File: config.mk
export PLATFORM = sky130hd
export DESIGN_NAME = voice_mixer
export DESIGN_NICKNAME = d
export VERILOG_FILES = /design/src/rtl/voice_mixer.sv
export SDC_FILE = /design/constraint.sdc
export NUM_CORES = 1
export LEC_CHECK = 0
export ABC_CLOCK_PERIOD_IN_PS = 9200
export CORE_MARGIN = 1
export CORE_UTILIZATION = 69
export CTS_CLUSTER_SIZE = 12
export DETAILED_ROUTE_END_ITERATION = 8
export DONT_BUFFER_PORTS = 1
export GPL_TIMING_DRIVEN = 0
export PLACE_DENSITY_LB_ADDON = 0.25
export SYNTH_ARGS = -nofsm -noshare
export SYNTH_HDL_FRONTEND = slang
export SYNTH_SLANG_ARGS = --single-unit
File: constraint.sdc
create_clock -name clk_i -period 9.2 [get_ports clk_i]
set_input_delay 1.84 -clock clk_i [delete_from_list [all_inputs] [get_ports clk_i]]
set_output_delay 1.84 -clock clk_i [all_outputs]
set_load 0.02 [all_outputs]
File: src/rtl/voice_mixer.sv
// -----------------------------------------------------------------------------
// voice_mixer
//
// Per-sample mixing stage for NUM_VOICES voice channels. Each frame it collects
// one enveloped sample per voice and sums them. The sum is then scaled by the
// master volume with a serial shift-add multiplier (operand {vol_i,vol_i},
// LSB first, one bit per cycle). The result is saturated to OUT_W bits.
//
// Optional feature (macro VOICE_MIXER_CLIP_CNT_EN):
//   When this macro is defined, the module gets an extra output port
//   clip_cnt_o. It is an 8-bit counter of saturated frames and holds at 255.
//
// Ports:
//   clk_i          system clock
//   rst_ni         asynchronous reset, active-low
//   sample_tick_i  frame start pulse
//   voice_valid_i  voice sample offered
//   voice_idx_i    voice number (IDX_W bits)
//   voice_data_i   unsigned voice sample (IN_W bits)
//   voice_ready_o  mixer accepts a sample this cycle
//   vol_i          master volume (VOL_W bits)
//   wave_o         mixed output, held between frames
//   wave_valid_o   1-cycle pulse when wave_o updates
//   clip_cnt_o     saturation count (only with VOICE_MIXER_CLIP_CNT_EN)
//   overrun_o      sticky flag, set when an early tick aborts a frame
// -----------------------------------------------------------------------------
module voice_mixer #(
  parameter int NUM_VOICES = 3,
  parameter int IN_W       = 14,
  parameter int OUT_W      = 10,
  parameter int VOL_W      = 4,
  localparam int IDX_W     = (NUM_VOICES > 1) ? $clog2(NUM_VOICES) : 1
) (
  input  logic             clk_i,
  input  logic             rst_ni,
  input  logic             sample_tick_i,
  input  logic             voice_valid_i,
  input  logic [IDX_W-1:0] voice_idx_i,
  input  logic [IN_W-1:0]  voice_data_i,
  output logic             voice_ready_o,
  input  logic [VOL_W-1:0] vol_i,
  output logic [OUT_W-1:0] wave_o,
  output logic             wave_valid_o,
`ifdef VOICE_MIXER_CLIP_CNT_EN
  output logic [7:0]       clip_cnt_o,
`endif
  output logic             overrun_o
);

  localparam int ACC_W  = IN_W + $clog2(NUM_VOICES + 1);
  localparam int MUL_W  = 2 * VOL_W;
  localparam int PROD_W = ACC_W + MUL_W;
  localparam int CNT_W  = (MUL_W > 1) ? $clog2(MUL_W) : 1;
  localparam logic [CNT_W-1:0] CNT_LAST = CNT_W'(MUL_W - 1);
  localparam logic [ACC_W-1:0] OUT_MAX  = ACC_W'((2 ** OUT_W) - 1);

  typedef enum logic [1:0] {S_IDLE, S_ACCUM, S_SCALE, S_OUT} state_t;

  state_t                r_state;
  logic [ACC_W-1:0]      r_acc;
  logic [NUM_VOICES-1:0] r_mask;
  logic [CNT_W-1:0]      r_cnt;
  logic [OUT_W-1:0]      r_wave;
  logic                  r_wave_valid;
  logic                  r_overrun;
  logic [PROD_W-1:0]     r_prod;
  logic [PROD_W-1:0]     r_mcand;
  logic [MUL_W-1:0]      r_mplier;
`ifdef VOICE_MIXER_CLIP_CNT_EN
  logic [7:0]            r_clip_cnt;
`endif

  logic [NUM_VOICES-1:0] w_sel;
  logic                  w_new;
  logic [NUM_VOICES-1:0] w_mask_next;
  logic [ACC_W-1:0]      w_acc_next;
  logic [PROD_W-1:0]     w_prod_next;
  logic [ACC_W-1:0]      w_scaled;

  function automatic logic [OUT_W-1:0] sat_out(input logic [ACC_W-1:0] q);
    if (q > OUT_MAX) return {OUT_W{1'b1}};
    else             return q[OUT_W-1:0];
  endfunction

  function automatic logic is_clip(input logic [ACC_W-1:0] q);
    return (q > OUT_MAX);
  endfunction

  // An out-of-range index selects no voice, so it is accepted and dropped.
  always_comb begin
    w_sel = '0;
    for (int i = 0; i < NUM_VOICES; i++) begin
      if (voice_idx_i == IDX_W'(i)) w_sel[i] = 1'b1;
    end
    w_new       = (r_state == S_ACCUM) && voice_valid_i && |(w_sel & ~r_mask);
    w_mask_next = w_new ? (r_mask | w_sel) : r_mask;
    w_acc_next  = w_new ? (r_acc + ACC_W'(voice_data_i)) : r_acc;
    w_prod_next = r_mplier[0] ? (r_prod + r_mcand) : r_prod;
    w_scaled    = w_prod_next[PROD_W-1:MUL_W];
  end

  // Control: state machine, accumulator and registered outputs
  always_ff @(posedge clk_i or negedge rst_ni) begin
    if (!rst_ni) begin
      r_state      <= S_IDLE;
      r_acc        <= '0;
      r_mask       <= '0;
      r_cnt        <= '0;
      r_wave       <= '0;
      r_wave_valid <= 1'b0;
      r_overrun    <= 1'b0;
`ifdef VOICE_MIXER_CLIP_CNT_EN
      r_clip_cnt   <= '0;
`endif
    end else begin
      r_wave_valid <= 1'b0;
      case (r_state)
        S_IDLE: begin
          if (sample_tick_i) begin
            r_acc   <= '0;
            r_mask  <= '0;
            r_state <= S_ACCUM;
          end
        end
        S_ACCUM: begin
          // A tick wins over a same-cycle handshake: the whole frame is dropped.
          if (sample_tick_i) begin
            r_overrun <= 1'b1;
            r_acc     <= '0;
            r_mask    <= '0;
          end else begin
            r_acc  <= w_acc_next;
            r_mask <= w_mask_next;
            r_cnt  <= '0;
            if (&w_mask_next) r_state <= S_SCALE;
          end
        end
        S_SCALE: begin
          if (sample_tick_i) begin
            r_overrun <= 1'b1;
            r_acc     <= '0;
            r_mask    <= '0;
            r_state   <= S_ACCUM;
          end else begin
            r_cnt <= r_cnt + 1'b1;
            // The last partial product is folded in here, so OUT shows the result.
            if (r_cnt == CNT_LAST) begin
              r_wave       <= sat_out(w_scaled);
              r_wave_valid <= 1'b1;
              r_state      <= S_OUT;
`ifdef VOICE_MIXER_CLIP_CNT_EN
              if (is_clip(w_scaled) && (r_clip_cnt != 8'hFF))
                r_clip_cnt <= r_clip_cnt + 8'd1;
`endif
            end
          end
        end
        S_OUT: begin
          if (sample_tick_i) begin
            r_acc   <= '0;
            r_mask  <= '0;
            r_state <= S_ACCUM;
          end else begin
            r_state <= S_IDLE;
          end
        end
        default: r_state <= S_IDLE;
      endcase
    end
  end

  // Datapath: multiplier operands reload every ACCUM cycle, so the volume is
  // captured on the edge that enters SCALE.
  always_ff @(posedge clk_i) begin
    if (r_state == S_ACCUM) begin
      r_prod   <= '0;
      r_mcand  <= PROD_W'(w_acc_next);
      r_mplier <= {vol_i, vol_i};
    end else if (r_state == S_SCALE) begin
      r_prod   <= w_prod_next;
      r_mcand  <= r_mcand << 1;
      r_mplier <= r_mplier >> 1;
    end
  end

  assign voice_ready_o = (r_state == S_ACCUM);
  assign wave_o        = r_wave;
  assign wave_valid_o  = r_wave_valid;
  assign overrun_o     = r_overrun;
`ifdef VOICE_MIXER_CLIP_CNT_EN
  assign clip_cnt_o    = r_clip_cnt;
`else
  // Without the counter the saturation flag is unused; tie it off explicitly.
  logic w_clip_unused;
  assign w_clip_unused = is_clip(w_scaled);
`endif

endmodule

==> flow_summary.ini, run 1 <==
[run_status]
status = completed

[finish]
mostFrequentLayoutCell = nand2_1
finalNonFillerCells = 737
drive_gt1_share_pct = 4.41
seqCellArea_um2 = 2260
final_cell_mix = 102 x nand2_1, 89 x a21oi_1, 49 x nor2_1, 44 x ha_1, 39 x o21ai_0
area_growth_pct = 5.82
nets = 700
diodes = 0
n_fill_cell = 560
multi_input_area_um2 = 3060

[global_routing]
antenna_found_initial = 0
grt_max_degree = 37
first_global_vias = 4433
grt_overflow = 0
grt_pass1_wl_um = 21200
track_usage_pct = 32.9

[sta]
fmax_mhz = 248
worst_hold_slack_ns = 0.470
slew_headroom_pct = 35.1
hold_viol = 0
drv_slew = 0
setup_tns_ns = 0
setup_viol = 0
rsz0062_at_grt = no
worst_slew_pin_slew_ns = 0.973
period_needed_ns = 4.03
finalCritPeriodShare_pct = 43.9
fin_skew_ns = 0.0154

[place]
port_buffers = 0
hpwl_um = 9510
place_congestion = 0.901
dp.cells = 721

[synth]
yosys_most_used_dff = dfrtp_1
synth_edf_count = 24
yosys_warnings = 0
synthAdderAreaFrac_pct = 10.8
yosys.area_share.simple_pct = 15.7
syn_inst = 619
synthDistinctLibCells = 54
ys_async_sr_fraction_pct = 39.1
synth-xor-area-share_pct = 5.27
synth_compound_area_share_pct = 20.5
ys_seq_elements = 92
netlist_area_um2 = 5480
seq_area_frac_synth_pct = 41.3
synth_top_family_by_area = compound AO/OA/AOI/OAI gates
syn_nets = 689
synthMuxAreaShare_pct = 3.51
postSynthAreaPerCell_um2 = 8.86

[route]
drt_pass1_iterations = 5
vias = 4540
drc = 0
routed_wl_um = 12700
vias_per_cell = 6.16
wl_per_cell_um = 17.2
ant_nets = 0
drt_iter0_markers = 247

[worst_setup_path]
critPathRequiredTime_ns = 9.31
end_kind = flop
setup.worst_path.start_class = input port
r2r_cells = 12
crit_type = in2reg
critPathCapture = r_mcand[14]$_DFFE_PN_
r2r_end = wave_o[5]$_DFFE_PN0P_
crit_path_max_fanout = 4
reg2reg_setup_slack_ns = 5.55
timing.rr.start = r_mcand[0]$_SDFFCE_PN0N_
crit_arrival_ns = 4.14
startpoint = voice_data_i[6]

[min_path]
min_path_type = reg2reg
hold-path-cell-count = 2

[die]
die_h_um = 91.1
dieArea_um2 = 8310
io_pins = 37
start_util_pct = 71.3
die_x_um = 91.1
coreArea_um2 = 7690
fp-row-count = 32

[clock_tree]
postCtsResizedCells = 0
postCtsSetupBuffers = 0
cts_buffers = 9
cts.sinks = 92
htreeDepth = 3
tritoncts = done
hold_buffers = 0
cts_buffer_depth = 2
clkTransAtPathRegs_ns = 0.10
cts_root_buf = clkbuf_8
clk_latency_ns = 0.38

[power]
powerDensity_nw_per_um2 = 313
vdd.ir_drop.worst_mv = 0.225
power.leakage_nw = 2.59

[flow_run]
drv_cap = 0
==> synthesized netlist by cell type, types with 2 or more instances <==
master     count  share of area, %
a211oi_1       4              0.55
and2_1         4              0.46
a2111oi_0      2              0.32
mux2_2         2              0.41
o31ai_1        2              0.27
a21o_1        12               1.6
nand2b_1       3              0.34
nand4_1        4              0.46
nor2_1        49               3.4
and3_1         5              0.57
a41o_1         2              0.37
o21a_1         5              0.68
edfxtp_1      24                13
nand3_1       10              0.91
nand2_1      102               7.0
ha_1          44                10
dfxtp_1       32                12
xor2_1        10               1.6
o211ai_1       2              0.27
dfrtp_1       36                16
a21oi_1       89               8.1
inv_1         22               1.5
a22o_1         3              0.48
or2_2          3              0.34
nor3_1         5              0.46
xnor2_1       23               3.7
o21bai_1       6              0.82
buf_1          3              0.21
a31oi_1        4              0.46
a31o_2         2              0.32
nor4_1         3              0.34
nor2b_1        6              0.68
clkbuf_1      19               1.3
mux2i_1       17               3.1
and4_1         2              0.32
fa_1           2              0.73
o21ai_0       39               3.6
==> per-layer routing <==
metal  up-vias  routed length (um)  GRT usage (%)
met2       164                5980           54.0
li1       2223                   -              -
met5         -                   0              0
met1      2112                5480           41.7
met4         0                 479           16.1
met3        41                 775           6.45
==> flip-flops by register name, summed over array words and instances, names as in the netlist <==
register      cells
r_prod           24
wave_o           10
r_mplier          8
overrun_o         1
r_acc            16
wave_valid_o      1
r_cnt             3
r_state           2
r_mcand          24
r_mask            3
==> cell families after synthesis <==
logic type,Yosys count
flip-flops,92
AO/OA/AOI/OAI,186
multiplexers,19
buffers and inverters,44
XOR/XNOR,33
adder cells (fa/ha/maj),46
AND/OR/NAND/NOR,199
==> through the flow <==
| stage | worst slack (ns) | total power [mW] | util, % | area (um2) |
|---|---|---|---|---|
| 6_report | 5.17 | 1.82 | 75.5 | 5800 |
| 5_1_grt | 4.99 | 1.95 | 75.5 | 5800 |
| 4_1_cts | 5.19 | 1.81 | 75.5 | 5800 |
| 3_5_place_dp | 4.84 | 1.53 | 73.0 | 5610 |
| 3_3_place_gp | 4.93 | 1.50 | 73.0 | 5610 |
| 2_1_floorplan | 5.25 | 1.32 | - | 5480 |
==> final cells by class <==
class | instances | share of cell area, %
flip-flops and latches | 92 | 39.0
plain buffers | 22 | 1.42
well taps | 102 | 2.20
clock buffers | 10 | 2.37
multi-input cells | 483 | 52.7
clock inverters | 6 | 0.927
inverters | 22 | 1.42
==> where the power goes <==
| group | switching, mW | internal, mW |
|---|---|---|
| clock network | 0.160 | 0.111 |
| registers | 0.0827 | 0.582 |
| logic | 0.560 | 0.321 |
==> worst min path at each step <==
stage                                 from                     end
finish              r_prod[3]$_SDFFE_PP0P_  r_prod[3]$_SDFFE_PP0P_
global route        r_prod[4]$_SDFFE_PP0P_  r_prod[4]$_SDFFE_PP0P_
CTS                 r_prod[7]$_SDFFE_PP0P_  r_prod[7]$_SDFFE_PP0P_
detailed placement  r_prod[5]$_SDFFE_PP0P_  r_prod[5]$_SDFFE_PP0P_
global placement    r_prod[0]$_SDFFE_PP0P_  r_prod[0]$_SDFFE_PP0P_
floorplan           r_prod[3]$_SDFFE_PP0P_  r_prod[3]$_SDFFE_PP0P_
==> worst max-delay path, stage by stage <==
cell and delay (ns):
ha_1 0.33, a2111oi_0 0.58, o21ai_0 0.29, a31o_2 0.31, a21oi_1 0.28, o21ai_0 0.19, xnor2_1 0.21, a21oi_1 0.10
Note: power is estimated with default switching activity, not from simulation.
==> run 2, diff against run 1 <==
--- a/config.mk
+++ b/config.mk
@@ -5,9 +5,9 @@
 export SDC_FILE = /design/constraint.sdc
 export NUM_CORES = 1
 export LEC_CHECK = 0
-export ABC_CLOCK_PERIOD_IN_PS = 9200
+export ABC_CLOCK_PERIOD_IN_PS = 3400
 export CORE_MARGIN = 1
-export CORE_UTILIZATION = 69
+export CORE_UTILIZATION = 58
 export CTS_CLUSTER_SIZE = 12
 export DETAILED_ROUTE_END_ITERATION = 8
 export DONT_BUFFER_PORTS = 1
==> constraint.sdc (replaced) <==
create_clock -name clk_i -period 3.4 [get_ports clk_i]
set_input_delay 0.68 -clock clk_i [delete_from_list [all_inputs] [get_ports clk_i]]
set_output_delay 0.68 -clock clk_i [all_outputs]
set_load 0.02 [all_outputs]
==> run 2 against run 1 <==
Non-clock buffer count grew 12. Global-route usage shrank 5.8 points. Worst setup slack lost 5.1 ns. Critical endpoint is now wave_o[6]$_DFFE_PN0P_. Total power grew to 2.8 times the previous value. Clock skew grew 0.0046 ns. Combinational power grew to 2.9 times the previous value. Utilization shrank 9.4 points. Sequential power grew to 2.7 times the previous value. Via count grew 0.51%. Sequential cell count is the same. Sequential share of layout area shrank 1.7 points. Clock power grew to 3.1 times the previous value. Largest power group unchanged.
==> flow_summary.ini, run 2 (synthesis results as in run 1) <==
[run_status]
status = completed

[finish]
final_cell_mix = 102 x nand2_1, 86 x a21oi_1, 49 x nor2_1, 43 x ha_1, 37 x o21ai_0
area_growth_pct = 10.7
mostFrequentLayoutCell = nand2_1
nets = 712
final_core_util_pct = 66.0
diodes = 0
biggestRegsByFlops = r_mcand: 24 flops, r_prod: 24 flops, r_acc: 16 flops
fin_area_um2 = 6070
drive_gt1_share_pct = 7.73

[worst_setup_path]
crit_top_cell = a21oi_1
critPathRequiredTime_ns = 3.65
end_kind = flop
timing.rr.start = r_mcand[13]$_DFFE_PN_
crit_type = reg2reg
path_cells = ha_1 > a21oi_1 > o21ai_1 > a221o_1 > a41o_1 > a21oi_2 > xnor2_1 > o41a_1 > a211oi_4 > clkbuf_16 > a21oi_1
crit_path_max_fanout = 7
crit_arrival_ns = 3.56
setup.worst_path.start_class = flop
startpoint = r_mcand[13]$_DFFE_PN_
slowest_delay_ns = 0.45
cp_slowest_cell = edfxtp_1
r2r_cells = 11

[place]
place_congestion = 0.968
hpwl_um = 9370
port_buffers = 0
post_dp_cell_area_um2 = 5620

[die]
start_util_pct = 59.6
die_h_um = 99.2
coreArea_um2 = 9200
die_x_um = 99.2
dieArea_um2 = 9850
fp-row-count = 35
io_pins = 37

[power]
powerDensity_nw_per_um2 = 851
vdd.ir_drop.worst_mv = 0.743
finalPower_mw = 5.17
power.leakage_nw = 2.68

[clock_tree]
cts_buffers = 9
clkTransAtPathRegs_ns = 0.11
tritoncts = done
cts_buffer_depth = 2
clk_latency_ns = 0.38
cts_root_buf = clkbuf_8
cts.sinks = 92
htreeDepth = 3

[sta]
worst_slew_pin_slew_ns = 1.08
worst_hold_slack_ns = 0.125
setup_viol = 0
fin_skew_ns = 0.0199
finalCritPeriodShare_pct = 97.2
drv_slew = 0
slew_headroom_pct = 28.2
period_needed_ns = 3.31
setup_tns_ns = 0
fmax_mhz = 302
hold_viol = 0

[route]
drc = 0
ant_nets = 0
routed_wl_um = 13100
vias = 4563
wl_per_cell_um = 17.3
drt_pass1_iterations = 5
drt_iter0_markers = 219
vias_per_cell = 6.02

[global_routing]
grt_pass1_wl_um = 21100
first_global_vias = 4492
track_usage_pct = 27.1
antenna_found_initial = 0
grt_max_degree = 32
grt_overflow = 0

[min_path]
min_path_type = in2async

[flow_run]
drv_cap = 0
-- run 2: per-stage QoR --
stage               std cells  worst slack, ns
detailed placement        730           -0.205
global placement          730           -0.127
finish                    758           0.0935
CTS                       749           0.0358
global route              758          -0.0382
floorplan                 619            0.365
-- run 2: worst paths after layout --
kind	endpoint	slack [ns]
worst max-delay path	wave_o[6]$_DFFE_PN0P_	0.09
worst min-delay path	r_acc[7]$_DFFE_PN0P_	0.12
worst max register to register	wave_o[6]$_DFFE_PN0P_	0.09
worst min register to register	r_prod[3]$_SDFFE_PP0P_	0.46
max in group asynchronous	wave_o[6]$_DFFE_PN0P_	2.60
min in group clk_i	r_mask[0]$_DFFE_PN0P_	0.38
-- run 2: power breakdown --
group          total (mW)  leakage [nW]  switching [mW]  internal [mW]
Sequential           1.80         0.987           0.228           1.58
Clock               0.833         0.111           0.414          0.418
Combinational        2.53          1.58            1.58          0.952
-- run 2: critical path: cells and delay by family, from the launching register on --
| kind | cells | cell delay [ns] |
|---|---|---|
| AO/OA/AOI/OAI | 8 | 2.02 |
| buffers and inverters | 1 | 0.21 |
| flip-flops | 1 | 0.45 |
| adder cells (fa/ha/maj) | 1 | 0.41 |
| XOR/XNOR | 1 | 0.10 |
-- run 2: cell type report --
| type | instances | area (um2) |
|---|---|---|
| plain buffers | 22 | 82.6 |
| clock buffers | 9 | 124 |
| clock inverters | 7 | 98.8 |
| fillers | 735 | 3120 |
| inverters | 22 | 82.6 |
| multi-input cells | 483 | 3140 |
| flip-flops and latches | 92 | 2260 |
| well taps | 111 | 139 |
| repair buffers | 12 | 139 |
-- run 2: routing by layer --
| layer | wire length, um | up-vias | GRT usage (%) |
|---|---|---|---|
| li1 | - | 2248 | - |
| met1 | 5800 | 2146 | 34.2 |
| met2 | 6110 | 141 | 45.9 |
| met3 | 764 | 28 | 4.64 |
| met4 | 404 | 0 | 11.9 |
| met5 | 0 | - | 0 |
-- run 2: what timing repair did --
item,in CTS,in global routing
endpoints found under the hold margin,31,5
setup endpoints to repair,10,10
pin swaps,2,11
setup buffers,2,7
hold buffers,1,1
cloned,0,1
gates resized for setup,4,18
==> run 3, diff against run 2 <==
--- a/config.mk
+++ b/config.mk
@@ -7,12 +7,13 @@
 export LEC_CHECK = 0
 export ABC_CLOCK_PERIOD_IN_PS = 3400
 export CORE_MARGIN = 1
-export CORE_UTILIZATION = 58
+export CORE_UTILIZATION = 50
 export CTS_CLUSTER_SIZE = 12
 export DETAILED_ROUTE_END_ITERATION = 8
 export DONT_BUFFER_PORTS = 1
 export GPL_TIMING_DRIVEN = 0
 export PLACE_DENSITY_LB_ADDON = 0.25
+export SKIP_CTS_REPAIR_TIMING = 1
 export SYNTH_ARGS = -nofsm -noshare
 export SYNTH_HDL_FRONTEND = slang
 export SYNTH_SLANG_ARGS = --single-unit
==> run 3 against run 2 <==
Critical path type unchanged. Critical endpoint is now wave_o[5]$_DFFE_PN0P_. Register-to-register slack better by 0.04 ns. Wire length up 1.4%. Worst hold slack barely moved. Largest cell class unchanged. Non-clock buffer count shrank 5.
==> flow_summary.ini, run 3 (synthesis results as in run 1) <==
[power]
finalPower_mw = 5.11
seqPwrFrac_pct = 35.3
combPwrFrac_pct = 48.7
power.leakage_nw = 2.64
internal-power_mw = 2.91
vdd.ir_drop.worst_mv = 0.418
powerDensity_nw_per_um2 = 854
switchingPower_mw = 2.20
p_sw_share_pct = 43.0
p_clk_share_pct = 16.1

[sta]
finalCritPeriodShare_pct = 96.1
drv_slew = 0
fin_ws_ns = 0.132
slew_headroom_pct = 33.7
period_needed_ns = 3.27
worst_slew_pin_slew_ns = 0.995
setup_viol = 0
hold_viol = 0
fin_skew_ns = 0.0136
fmax_mhz = 306

[route]
drt_iter0_markers = 208
drt_pass1_iterations = 4
vias = 4534
vias_per_cell = 5.83
drc = 0
routed_wl_um = 13300
wl_per_cell_um = 17.0
ant_nets = 0

[finish]
area_growth_pct = 9.13
drive_gt1_share_pct = 5.92
n_fill_cell = 979
final_cell_mix = 102 x nand2_1, 89 x a21oi_1, 49 x nor2_1, 43 x ha_1, 39 x o21ai_0
biggestRegsByFlops = r_mcand: 24 flops, r_prod: 24 flops, r_acc: 16 flops
seqCellArea_um2 = 2260
nets = 707
fin_area_um2 = 5980
multi_input_area_um2 = 3100
diodes = 0
mostFrequentLayoutCell = nand2_1

[clock_tree]
clk_latency_ns = 0.38
clkTransAtPathRegs_ns = 0.09
cts_buffer_depth = 2
cts_root_buf = clkbuf_8
cts_buffers = 9
tritoncts = done
cts.sinks = 92
htreeDepth = 3

[worst_setup_path]
r2r_cells = 13
setup.worst_path.start_class = flop
crit_arrival_ns = 3.54
timing.rr.start = r_mcand[0]$_SDFFCE_PN0N_
end_kind = flop
r2r_end = wave_o[5]$_DFFE_PN0P_
reg2reg_setup_slack_ns = 0.13
crit_path_max_fanout = 6
crit_type = reg2reg
critPathRequiredTime_ns = 3.67

[flow_run]
drv_cap = 0

[place]
dpl_worst_slack_ns = -0.231
place_congestion = 0.898
hpwl_um = 9860
post_dp_cell_area_um2 = 5650
port_buffers = 0

[die]
die_x_um = 107
dieArea_um2 = 11400
die_h_um = 107
coreArea_um2 = 10500
fp-row-count = 37
io_pins = 37
start_util_pct = 52.4

[global_routing]
track_usage_pct = 24.7
top_usage_layer = met2
gr-usage-met3_pct = 5.65
grt_overflow = 0
met1_usage_pct = 29.9
antenna_found_initial = 0
grt_pass1_wl_um = 21700
grt_max_degree = 37
use_met2_pct = 42.4
first_global_vias = 4507

[min_path]
min_path_type = in2async

[run_status]
status = completed
==> run 3: changes by cell type in the layout (fill, tap and decap cells not counted), sizes merged <==
cell	previous run	this run
buf	13	10
clkinv	4	1
clkbuf	29	30
clkinvlp	0	1
dlygate4sd3	1	0
==> run 3: cell type report <==
type | instances | area share, %
sequential | 92 | 37.8
multi-input combinational | 483 | 51.8
clock buffer | 11 | 2.20
inverter | 22 | 1.38
buffer | 22 | 1.38
tap | 136 | 2.84
clock inverter | 5 | 1.42
timing repair buffer | 7 | 1.21
==> run 3: worst max path at each step <==
| stage | from | endpoint | slack (ns) | cells past startpoint |
|---|---|---|---|---|
| 4_1_cts | r_mcand[0]$_SDFFCE_PN0N_ | wave_o[5]$_DFFE_PN0P_ | -0.26 | 12 |
| 2_1_floorplan | r_mcand[0]$_SDFFCE_PN0N_ | wave_o[9]$_DFFE_PN0P_ | 0.37 | 12 |
| 3_3_place_gp | r_mcand[0]$_SDFFCE_PN0N_ | wave_o[4]$_DFFE_PN0P_ | -0.18 | 12 |
| 6_report | r_mcand[0]$_SDFFCE_PN0N_ | wave_o[5]$_DFFE_PN0P_ | 0.13 | 13 |
| 3_5_place_dp | r_mcand[0]$_SDFFCE_PN0N_ | wave_o[5]$_DFFE_PN0P_ | -0.23 | 12 |
| 5_1_grt | r_mcand[0]$_SDFFCE_PN0N_ | wave_o[7]$_DFFE_PN0P_ | -0.005 | 13 |
==> run 3: per-layer routing <==
layer	part of all wire, %	vias up
met5	0	-
met4	2.6	0
met3	5.0	25
met2	49	114
met1	44	2166
li1	-	2229
==> run 3: metrics by stage <==
stage,hold WS [ns],std cells,TNS (ns),util (%)
6_report,0.125,778,0,57.2
5_1_grt,0.127,778,-0.0130,57.2
4_1_cts,-0.0385,771,-2.41,56.1
3_5_place_dp,0.385,755,-2.09,54.0
3_3_place_gp,0.385,755,-1.74,54.0
2_1_floorplan,0.384,619,0,-
==> run 3: critical path: stages, from the launching register on <==
cell	delay, ns
edfxtp_1	0.43
ha_2	0.21
inv_1	0.08
fa_2	0.20
nor2b_1	0.06
or2_2	0.31
a41o_4	0.32
a211oi_4	0.33
o21bai_1	0.12
xor2_1	0.17
o41a_1	0.42
a211oi_4	0.27
buf_6	0.17
a21oi_1	0.07
==> run 3: power by group through the flow <==
stage | combinational [mW] | clock [mW] | sequential (mW)
after floorplan | 1.84 | 0 | 1.72
after global placement | 2.28 | 0 | 1.80
after detailed placement | 2.36 | 0 | 1.82
after CTS | 2.38 | 0.835 | 1.79
after global routing | 2.77 | 0.872 | 1.84
final | 2.49 | 0.821 | 1.80
